File: config.mk
export PLATFORM = sky130hd
export DESIGN_NAME = inst_fetch
export DESIGN_NICKNAME = d
export VERILOG_FILES = /design/src/rtl/inst_fetch_pkg.sv /design/src/rtl/inst_fetch_if_fifo.sv /design/src/rtl/inst_fetch.sv
export SDC_FILE = /design/constraint.sdc
export NUM_CORES = 1
export LEC_CHECK = 0
export ABC_AREA = 1
export BUFFER_PORTS_ARGS = -buffer_cell sky130_fd_sc_hd__buf_2
export CAP_MARGIN = 10
export CORE_MARGIN = 4
export CORE_UTILIZATION = 40
export DETAILED_ROUTE_END_ITERATION = 16
export RECOVER_POWER = 100
export SETUP_SLACK_MARGIN = 0.1
export SLEW_MARGIN = 15
export SYNTH_ARGS = -nofsm -noshare
export SYNTH_HDL_FRONTEND = slang
export SYNTH_SLANG_ARGS = --single-unit
File: constraint.sdc
create_clock -name clk -period 5.6 [get_ports clk]
set_input_delay 0.84 -clock clk [delete_from_list [all_inputs] [get_ports clk]]
set_output_delay 0.84 -clock clk [all_outputs]
set_load 0.01 [all_outputs]
File: src/rtl/inst_fetch_pkg.sv
// Shared constants and types for the instruction fetch stage.
package inst_fetch_pkg;

    localparam logic [31:0] DEF_RESET_PC = 32'h0000_0000;
    localparam logic [31:0] DEF_NOP_INST = 32'h0000_0013;
    localparam int          DEF_Q_DEPTH  = 2;
    localparam int          IF_STATE_W   = 2;

    typedef enum logic [IF_STATE_W-1:0] {
        S_RST  = 2'd0,
        S_REQ  = 2'd1,
        S_WAIT = 2'd2,
        S_HOLD = 2'd3
    } if_state_e;

    typedef struct packed {
        logic [31:0] pc;
        logic [31:0] inst;
    } if_entry_t;

    function automatic logic [31:0] word_align(input logic [31:0] addr);
        return {addr[31:2], 2'b00};
    endfunction

endpackage

File: src/rtl/inst_fetch_if_fifo.sv
// Two-entry {pc, inst} queue between the fetch FSM and decode.
// Flush wins over push; push and pop together when full keeps the count.
module if_fifo
    import inst_fetch_pkg::*;
#(
    parameter int Q_DEPTH = DEF_Q_DEPTH
) (
    input  logic      clk,
    input  logic      rst,
    input  logic      push,
    input  logic      pop,
    input  logic      flush,
    input  if_entry_t push_data,
    output if_entry_t head,
    output logic      full,
    output logic      empty
);

    if_entry_t  mem [Q_DEPTH];
    logic       rd_ptr;
    logic       wr_ptr;
    logic [1:0] count;

    always_ff @(posedge clk) begin
        if (rst || flush) begin
            rd_ptr <= 1'b0;
            wr_ptr <= 1'b0;
            count  <= 2'd0;
        end else begin
            if (push) begin
                wr_ptr <= ~wr_ptr;
            end
            if (pop) begin
                rd_ptr <= ~rd_ptr;
            end
            count <= count + 2'(push) - 2'(pop);
        end
    end

    // When full, the slot written by a simultaneous push is the one being popped.
    always_ff @(posedge clk) begin
        if (push && !flush && !rst) begin
            mem[wr_ptr] <= push_data;
        end
    end

    assign head  = mem[rd_ptr];
    assign full  = (count == 2'(Q_DEPTH));
    assign empty = (count == 2'd0);

endmodule

File: src/rtl/inst_fetch.sv
// Instruction fetch front end: owns the PC, issues imem word requests and
// feeds decode from a two-entry queue, handling redirects and wrong-path drops.
//
// state  | meaning
// S_RST  | one-cycle settle after reset
// S_REQ  | request at fetch_pc held until granted
// S_WAIT | one request outstanding, waiting for rvalid
// S_HOLD | queue full, waiting for decode to pop
module inst_fetch
    import inst_fetch_pkg::*;
#(
    parameter logic [31:0] RESET_PC = DEF_RESET_PC,
    parameter logic [31:0] NOP_INST = DEF_NOP_INST,
    parameter int          Q_DEPTH  = DEF_Q_DEPTH
) (
    input  logic        clk,
    input  logic        rst,
    output logic        imem_req,
    output logic [31:0] imem_addr,
    input  logic        imem_gnt,
    input  logic        imem_rvalid,
    input  logic [31:0] imem_rdata,
    output logic        if_vld,
    output logic [31:0] if_inst,
    output logic [31:0] if_pc,
    input  logic        id_stall,
    input  logic        id_jmp_vld,
    input  logic [31:0] id_jmp_addr,
    input  logic        ex_jmp_vld,
    input  logic [31:0] ex_jmp_addr
);

    if_state_e   state_q, state_d;
    logic [31:0] fetch_pc_q, fetch_pc_d;
    logic [31:0] issued_pc_q, issued_pc_d;
    logic [31:0] last_pc_q;
    logic        discard_q, discard_d;

    logic        redir_ex, redir_id, redir;
    logic [31:0] redir_pc;
    logic        fifo_push, fifo_pop, fifo_flush;
    logic        fifo_full, fifo_empty, next_full;
    if_entry_t   fifo_head, push_entry;

    assign redir_ex = ex_jmp_vld;
    assign redir_id = id_jmp_vld && if_vld && !id_stall;
    assign redir    = redir_ex || redir_id;
    assign redir_pc = word_align(redir_ex ? ex_jmp_addr : id_jmp_addr);

    assign imem_req  = (state_q == S_REQ);
    assign imem_addr = fetch_pc_q;

    // A response coinciding with a redirect is wrong-path and is dropped.
    assign fifo_push  = (state_q == S_WAIT) && imem_rvalid && !discard_q && !redir;
    assign fifo_pop   = if_vld && !id_stall;
    assign fifo_flush = redir;
    assign push_entry = '{pc: issued_pc_q, inst: imem_rdata};

    assign next_full = fifo_full ? (!fifo_pop || fifo_push)
                                 : (!fifo_empty && fifo_push && !fifo_pop);

    if_fifo #(
        .Q_DEPTH (Q_DEPTH)
    ) u_fifo (
        .clk       (clk),
        .rst       (rst),
        .push      (fifo_push),
        .pop       (fifo_pop),
        .flush     (fifo_flush),
        .push_data (push_entry),
        .head      (fifo_head),
        .full      (fifo_full),
        .empty     (fifo_empty)
    );

    assign if_vld  = !fifo_empty;
    assign if_inst = fifo_empty ? NOP_INST : fifo_head.inst;
    assign if_pc   = fifo_empty ? last_pc_q : fifo_head.pc;

    always_comb begin
        state_d     = state_q;
        fetch_pc_d  = fetch_pc_q;
        issued_pc_d = issued_pc_q;
        discard_d   = discard_q;

        if (imem_rvalid && discard_q) begin
            discard_d = 1'b0;
        end

        case (state_q)
            S_RST: state_d = S_REQ;
            S_REQ: begin
                if (imem_gnt) begin
                    fetch_pc_d  = fetch_pc_q + 32'd4;
                    issued_pc_d = fetch_pc_q;
                    state_d     = S_WAIT;
                end
            end
            S_WAIT: begin
                if (imem_rvalid) begin
                    state_d = next_full ? S_HOLD : S_REQ;
                end
            end
            S_HOLD: begin
                if (fifo_pop) begin
                    state_d = S_REQ;
                end
            end
            default: state_d = S_RST;
        endcase

        // A request still in flight (or granted right now) must be thrown away.
        if (redir) begin
            fetch_pc_d = redir_pc;
            if ((state_q == S_WAIT && !imem_rvalid) || (state_q == S_REQ && imem_gnt)) begin
                state_d   = S_WAIT;
                discard_d = 1'b1;
            end else begin
                state_d = S_REQ;
            end
        end
    end

    always_ff @(posedge clk) begin
        if (rst) begin
            state_q     <= S_RST;
            fetch_pc_q  <= RESET_PC;
            issued_pc_q <= RESET_PC;
            last_pc_q   <= RESET_PC;
            // Pre-reset response still owed by memory must not reach the queue.
            discard_q   <= (state_q == S_WAIT && !imem_rvalid)
                        || (state_q == S_REQ && imem_gnt)
                        || (discard_q && !imem_rvalid);
        end else begin
            state_q     <= state_d;
            fetch_pc_q  <= fetch_pc_d;
            issued_pc_q <= issued_pc_d;
            discard_q   <= discard_d;
            if (!fifo_empty) begin
                last_pc_q <= fifo_head.pc;
            end
        end
    end

endmodule
==> results of run 1 <==
state kept, by name (all words and copies together) (netlist names), named ones only:
signal and count:
u_fifo.rd_ptr 1, u_fifo.mem 124, u_fifo.count 2, imem_addr 30, state_q 2, last_pc_q 32, u_fifo.wr_ptr 1, discard_q 1
issued_pc_q 30
synth_stat cells:
cell	count	share of area, %
nand3b_1	2	0.16
nor3b_1	1	0.078
o31ai_1	6	0.47
ha_1	7	0.91
nor2_2	4	0.26
xor2_1	10	0.91
and2_1	30	2.0
nor2_8	1	0.21
nor3_2	4	0.42
clkinv_1	1	0.039
a211oi_1	3	0.23
conb_1	1	0.039
a21oi_1	135	7.0
a21oi_2	1	0.091
nand3_4	3	0.55
buf_4	5	0.39
clkbuf_1	27	1.1
a21boi_0	1	0.078
a31oi_1	14	0.91
nor3_4	1	0.17
inv_1	47	1.8
o31ai_2	1	0.13
nor2_4	5	0.59
a221oi_2	2	0.31
nand2_4	1	0.12
o211ai_1	2	0.16
nor3_1	9	0.47
a311oi_1	1	0.091
nor2_1	117	4.6
nand3_1	28	1.5
dfxtp_1	100	21
buf_2	20	1.0
nand3_2	1	0.10
buf_6	2	0.23
nand2_2	3	0.20
buf_1	2	0.078
a22oi_1	1	0.078
xnor2_1	1	0.091
o21ai_1	8	0.42
o21ai_0	57	3.0
inv_2	10	0.39
edfxtp_1	124	39
or2_2	1	0.065
nand2_1	226	8.8
nand4_1	6	0.39
power breakdown:
group / leakage [µW] / internal (µW) / switching, µW
registers: 0.00199 / 1780 / 55.4
logic: 0.00208 / 93.5 / 171
clock network: 0.000394 / 977 / 614
placed cells by master (no fill, tap or decap), drive strengths merged, types with 6 or more instances in the layout:
master  instances
a21oi         136
a31oi          14
and2           30
buf            99
clkbuf        135
clkinv         10
dfxtp         100
edfxtp        124
ha              7
inv            56
nand2         230
nand3          32
nand4           6
nor2          127
nor3           14
o21ai          65
o31ai           7
xor2           10
cell families after synthesis:
group | Yosys count | synth area share (%)
AO/OA/AOI/OAI | 232 | 13.0
adder cells (fa/ha/maj) | 7 | 0.910
XOR/XNOR | 11 | 1.00
other | 1 | 0.0390
buffers and inverters | 114 | 5.06
flip-flops | 224 | 59.5
AND/OR/NAND/NOR | 443 | 20.5
critical path, cell delays in order:
cell and delay [ps]:
clkbuf_1 940, inv_1 140, nand2_1 820, nor2_1 110, inv_1 260, nor2_4 40, clkbuf_2 870
area by class of cell:
class                           instances  area (µm²)  share of cell area (%)
Sequential cell                       224        5730                    49.9
Multi-Input combinational cell        695        3430                    29.9
Timing Repair Buffer                  203         898                    7.83
Clock buffer                           31         668                    5.82
Tap cell                              319         399                    3.48
Inverter                               58         218                    1.90
Clock inverter                         13         139                    1.21
through the flow:
stage | instance area, µm² | power [µW] | worst slack, ps | cells | util, %
finish | 11500 | 3690 | 1410 | 1543 | 48.7
global route | 11500 | 3840 | 1080 | 1543 | 48.7
floorplan | 9630 | 2020 | 1120 | 1033 | -
detailed placement | 10800 | 2150 | 2000 | 1499 | 46.0
global placement | 10800 | 2140 | 2030 | 1499 | 46.0
CTS | 11600 | 3740 | 2190 | 1543 | 49.4
per-layer routing:
layer / vias up / track usage [%] / wire [µm]
met3: 35 / 3.94 / 1950
met1: 3534 / 24.9 / 11500
met4: 0 / 4.04 / 439
met2: 259 / 28.9 / 11000
li1: 3837 / - / -
met5: - / 0 / 0
worst paths after layout:
kind / from / to / slack (ps)
setup / recovery: ex_jmp_vld / u_fifo.mem[1][8]$_DFFE_PP_ / 1410
hold reg to reg: issued_pc_q[15]$_SDFFE_PP0P_ / u_fifo.mem[1][47]$_DFFE_PP_ / 440
setup reg to reg: state_q[0]$_SDFFE_PP0P_ / imem_addr[11]$_SDFFE_PP0P_ / 1720
hold / removal: issued_pc_q[15]$_SDFFE_PP0P_ / u_fifo.mem[1][47]$_DFFE_PP_ / 440
==> impl_metrics.csv, run 1 <==
group,metric,value,unit
sta,tns,0,ps
cts,numCtsBuffers,24,
critical_path,path_max_fanout,62,
sta,tightest_slew,2040,ps
power,power_density,322,nW/µm²
global_route,grt_pass1_wl,38.5,mm
detailed_routing,initialDrtViolationCount,570,
global_route,grt_pass1_vias,7157,
floorplanning,initial_core_util,40.9,%
detailed_routing,drc,0,
floorplanning,ios,201,
cts,cts-resized-gates,0,
detailed_routing,vias_per_cell,4.97,
placed_design,dp_hpwl,16.3,mm
run,max_cap_viol_count,4,
sta,finalCritPeriodShare,74.8,%
cts,post-cts-setup-buffer-count,0,
critical_path,worstRegToRegCells,7,
power,peakVddDrop,0.000183,V
critical_path,required,5500,ps
detailed_routing,dr_total_vias,7665,
cts,ctsLongestPathBuffers,3,
floorplanning,floorplan.rows,56,
sta,maxSlewViolCount,217,
sta,finalHoldViolations,0,
global_route,antenna_found_initial,0,
cts,cts_tree,"yes",
critical_path,worstPathArrival,4090,ps
synthesis,syn_area_per_cell,9.32,µm²
worst_hold_path,holdPathStages,0,
synthesis,netlist_instances,1032,
synthesis,ys_seq_area_share,59.5,%
floorplanning,die_h,163,µm
cts,clockRootBuffer,"clkbuf_16",
sta,setup-violations-final,0,
sta,rsz0062_at_grt,"no",
sta,slew_headroom,-36.3,%
global_route,grt_usage,17.9,%
cts,clkLatencyLatePin,510,ps
layout,syn2layout_area_growth,19.3,%
layout,layout-drive-gt1-share,14.4,%
sta,min_period,4190,ps
global_route,grt-ovfl-total,0,
synthesis,ys_ff_latch,224,
worst_hold_path,hp-class,"flip-flop to flip-flop",
synthesis,ys_types,45,
floorplanning,core_area,23500,µm²
floorplanning,die_w,163,µm
placed_design,port_buffers,194,
global_route,grt_max_degree,64,
floorplanning,die_area,26600,µm²
detailed_routing,wl,24.8,mm
cts,clock_sinks,224,
critical_path,crit_type,"input pin to flip-flop",
synthesis,yosys_warnings,0,
layout,final_nets,1316,
run_status,status,"complete, but fails checks",
sta,fin_skew,10.8,ps
detailed_routing,drtAntennaViolNets,0,
detailed_routing,drt-wirelength-per-cell,16.1,µm
layout,fillers,2322,
cts,h-tree-depth,1,
power,p_leak,0.00447,µW
synthesis,syn_area,9620,µm²
critical_path,worst_setup_path_end_kind,"flip-flop",
critical_path,start_kind,"input pin",
sta,fin_worst_hold_slack,445,ps
cts,clkTransAtPathRegs,60,ps
placed_design,gp_congestion,0.899,
layout,antenna_cells,0,
cts,postCtsHoldBufs,0,
detailed_routing,dr.pass1.iters,5,
sta,fmax,239,MHz
run_status,violations,"max-capacitance violations, max-slew violations",
Note: power is estimated with default switching activity, not from simulation.
==> inputs of run 2 (changes only) <==
--- a/config.mk
+++ b/config.mk
@@ -5,7 +5,7 @@
 export SDC_FILE = /design/constraint.sdc
 export NUM_CORES = 1
 export LEC_CHECK = 0
-export ABC_AREA = 1
+export ABC_AREA = 0
 export BUFFER_PORTS_ARGS = -buffer_cell sky130_fd_sc_hd__buf_2
 export CAP_MARGIN = 10
 export CORE_MARGIN = 4
==> constraint.sdc (replaced) <==
create_clock -name clk -period 3.45 [get_ports clk]
set_input_delay 0.5175 -clock clk [delete_from_list [all_inputs] [get_ports clk]]
set_output_delay 0.5175 -clock clk [all_outputs]
set_load 0.01 [all_outputs]
==> impl_metrics.csv, run 2 <==
group,metric,value,unit
run_status,status,"finished clean",
detailed_routing,drt-wirelength-per-cell,17.1,µm
global_route,grt.busiest_layer,"met2",
detailed_routing,vias_per_cell,5.02,
power,peakVddDrop,0.000283,V
global_route,grt_usage,16.6,%
sta,setup-violations-final,0,
synthesis,synthFlopType,"edfxtp_1",
placed_design,gp_congestion,0.854,
cts,cts_tree,"yes",
global_route,grt_max_degree,63,
detailed_routing,drtAntennaViolNets,0,
synthesis,syn_area,9180,µm²
placed_design,dp_cells,1252,
worst_hold_path,holdPathStages,1,
sta,fin_skew,8.77,ps
sta,tns,0,ps
power,p_leak,0.00399,µW
cts,clkTransAtPathRegs,60,ps
placed_design,port_buffers,194,
synthesis,yosysMostFrequentCell,"edfxtp_1",
layout,regMostFlops,"u_fifo.mem",
sta,finalHoldViolations,0,
detailed_routing,dr_total_vias,6518,
synthesis,ys_types,54,
synthesis,yosysTopAreaCell,"edfxtp_1",
sta,rsz0062_at_grt,"no",
synthesis,syn_area_per_cell,11.4,µm²
critical_path,crit_type,"flip-flop to output port",
power,p_int,4560,µW
global_route,met3_usage,3.39,%
power,switchingPower,1260,µW
floorplanning,ios,201,
cts,numCtsBuffers,25,
synthesis,netlist_instances,802,
detailed_routing,wl,22.2,mm
sta,maxSlewViolCount,0,
power,p_comb_share,5.2,%
sta,slew_headroom,3.10,%
synthesis,synthArstFlopShare,0,%
layout,final_cell_mix,"124 x edfxtp_1, 119 x nand2_1, 104 x clkbuf_1, 99 x dfxtp_1, 98 x buf_2",
cts,clockRootBuffer,"clkbuf_16",
layout,fin_cells,1298,
run,max_cap_viol_count,0,
sta,min_period,2900,ps
synthesis,synth-edff-count,124,
critical_path,worstRegToRegCells,7,
synthesis,synthTopCellsByCount,"124 x edfxtp_1, 119 x nand2_1, 100 x dfxtp_1",
cts,clkLatencyLatePin,510,ps
cts,clock_sinks,224,
critical_path,worst_setup_path_end_kind,"output port",
floorplanning,core_area,22600,µm²
critical_path,worstPathArrival,2380,ps
detailed_routing,dr.pass1.iters,5,
global_route,antenna_found_initial,2,
floorplanning,initial_core_util,40.6,%
power,p_sw_share,21.7,%
power,seqPwrFrac,50.0,%
sta,finalCritPeriodShare,84.1,%
cts,cts-resized-gates,0,
layout,reg.largest.list,"u_fifo.mem (124), last_pc_q (32)",
cts,h-tree-depth,1,
layout,layout-drive-gt1-share,16.6,%
critical_path,start_kind,"flip-flop",
detailed_routing,initialDrtViolationCount,427,
floorplanning,die_h,160,µm
global_route,grt_pass1_wl,34.6,mm
synthesis,yosys_warnings,0,
critical_path,required,2930,ps
layout,syn2layout_area_growth,21.9,%
layout,final_nets,1104,
cts,post-cts-setup-buffer-count,0,
critical_path,path_max_fanout,32,
placed_design,dp_hpwl,15.1,mm
power,p_clk_share,44.8,%
global_route,use_met1,24.4,%
floorplanning,die_area,25400,µm²
global_route,grt_pass1_vias,6202,
floorplanning,floorplan.rows,55,
power,power_density,520,nW/µm²
detailed_routing,drc,0,
layout,antenna_cells,0,
layout,largest_reg_flops,124,
sta,fmax,345,MHz
cts,postCtsHoldBufs,0,
global_route,met2_usage,25.5,%
floorplanning,die_w,160,µm
global_route,grt-ovfl-total,0,
sta,tightest_slew,1450,ps
synthesis,ys_ff_latch,224,
layout,final_common_cell,"edfxtp_1",
synthesis,yosys-top-cells-area,"edfxtp_1 41%, dfxtp_1 22%, mux2i_1 7.4%, nand2_1 4.9%, a21oi_1 2.5%",
synthesis,netlist.area_leader.share,40.6,%
synthesis,ys_seq_area_share,62.4,%
cts,ctsLongestPathBuffers,3,
worst_hold_path,hp-class,"input pin to flip-flop",
[run 2: final timing paths]
| path | slack [ps] | startpoint | end |
|---|---|---|---|
| worst min-delay path | 200 | imem_rdata[31] | u_fifo.mem[1][31]$_DFFE_PP_ |
| worst min register to register | 450 | issued_pc_q[23]$_SDFFE_PP0P_ | u_fifo.mem[1][55]$_DFFE_PP_ |
| worst max-delay path | 550 | u_fifo.count[0]$_SDFF_PP0_ | if_inst[1] |
| worst max register to register | 640 | u_fifo.count[1]$_SDFF_PP0_ | u_fifo.mem[1][15]$_DFFE_PP_ |
[run 2: layout make-up]
| cell class | count | area [µm²] |
|---|---|---|
| clock buffers | 35 | 713 |
| clock inverters | 11 | 114 |
| fillers | 2123 | 11400 |
| inverters | 17 | 63.8 |
| multi-input cells | 515 | 3200 |
| flip-flops and latches | 224 | 5730 |
| well taps | 285 | 357 |
| repair buffers | 211 | 1020 |
[run 2: power by group through the flow]
| stage | clock [µW] | sequential (µW) | combinational (µW) |
|---|---|---|---|
| after floorplan | 0 | 2960 | 165 |
| after global placement | 0 | 2970 | 318 |
| after detailed placement | 0 | 2970 | 322 |
| after CTS | 2680 | 2910 | 324 |
| after global routing | 2790 | 2920 | 339 |
| final | 2610 | 2910 | 305 |
[run 2: cell families after synthesis]
group | Yosys count | synth area share (%)
AO/OA/AOI/OAI | 134 | 8.79
XOR/XNOR | 28 | 2.67
adder cells (fa/ha/maj) | 7 | 0.954
buffers and inverters | 64 | 2.81
flip-flops | 224 | 62.4
multiplexers | 71 | 7.78
other | 1 | 0.0408
AND/OR/NAND/NOR | 273 | 14.6
[run 2: through the flow]
stage / hold slack, ps / utilization, % / setup slack, ps / total power [µW] / cell area (µm²)
floorplan: 425 / - / 148 / 3120 / 9200
global placement: 431 / 46.6 / 792 / 3280 / 10500
detailed placement: 441 / 46.6 / 792 / 3290 / 10500
CTS: 170 / 50.2 / 737 / 5910 / 11400
global route: 170 / 49.4 / 287 / 6050 / 11200
finish: 197 / 49.4 / 550 / 5820 / 11200
[run 2: worst max-delay path, cell delays in order, from the launching register on]
cell and delay [ps]:
dfxtp_1 350, nor2_4 550, clkbuf_2 590, inv_1 170, nand2_1 90, buf_2 120
[run 2: per-layer routing]
metal	up-vias	part of all wire [%]
met4	4	1.4
li1	3250	-
met5	-	0.090
met1	2978	47
met2	254	43
met3	32	8.0
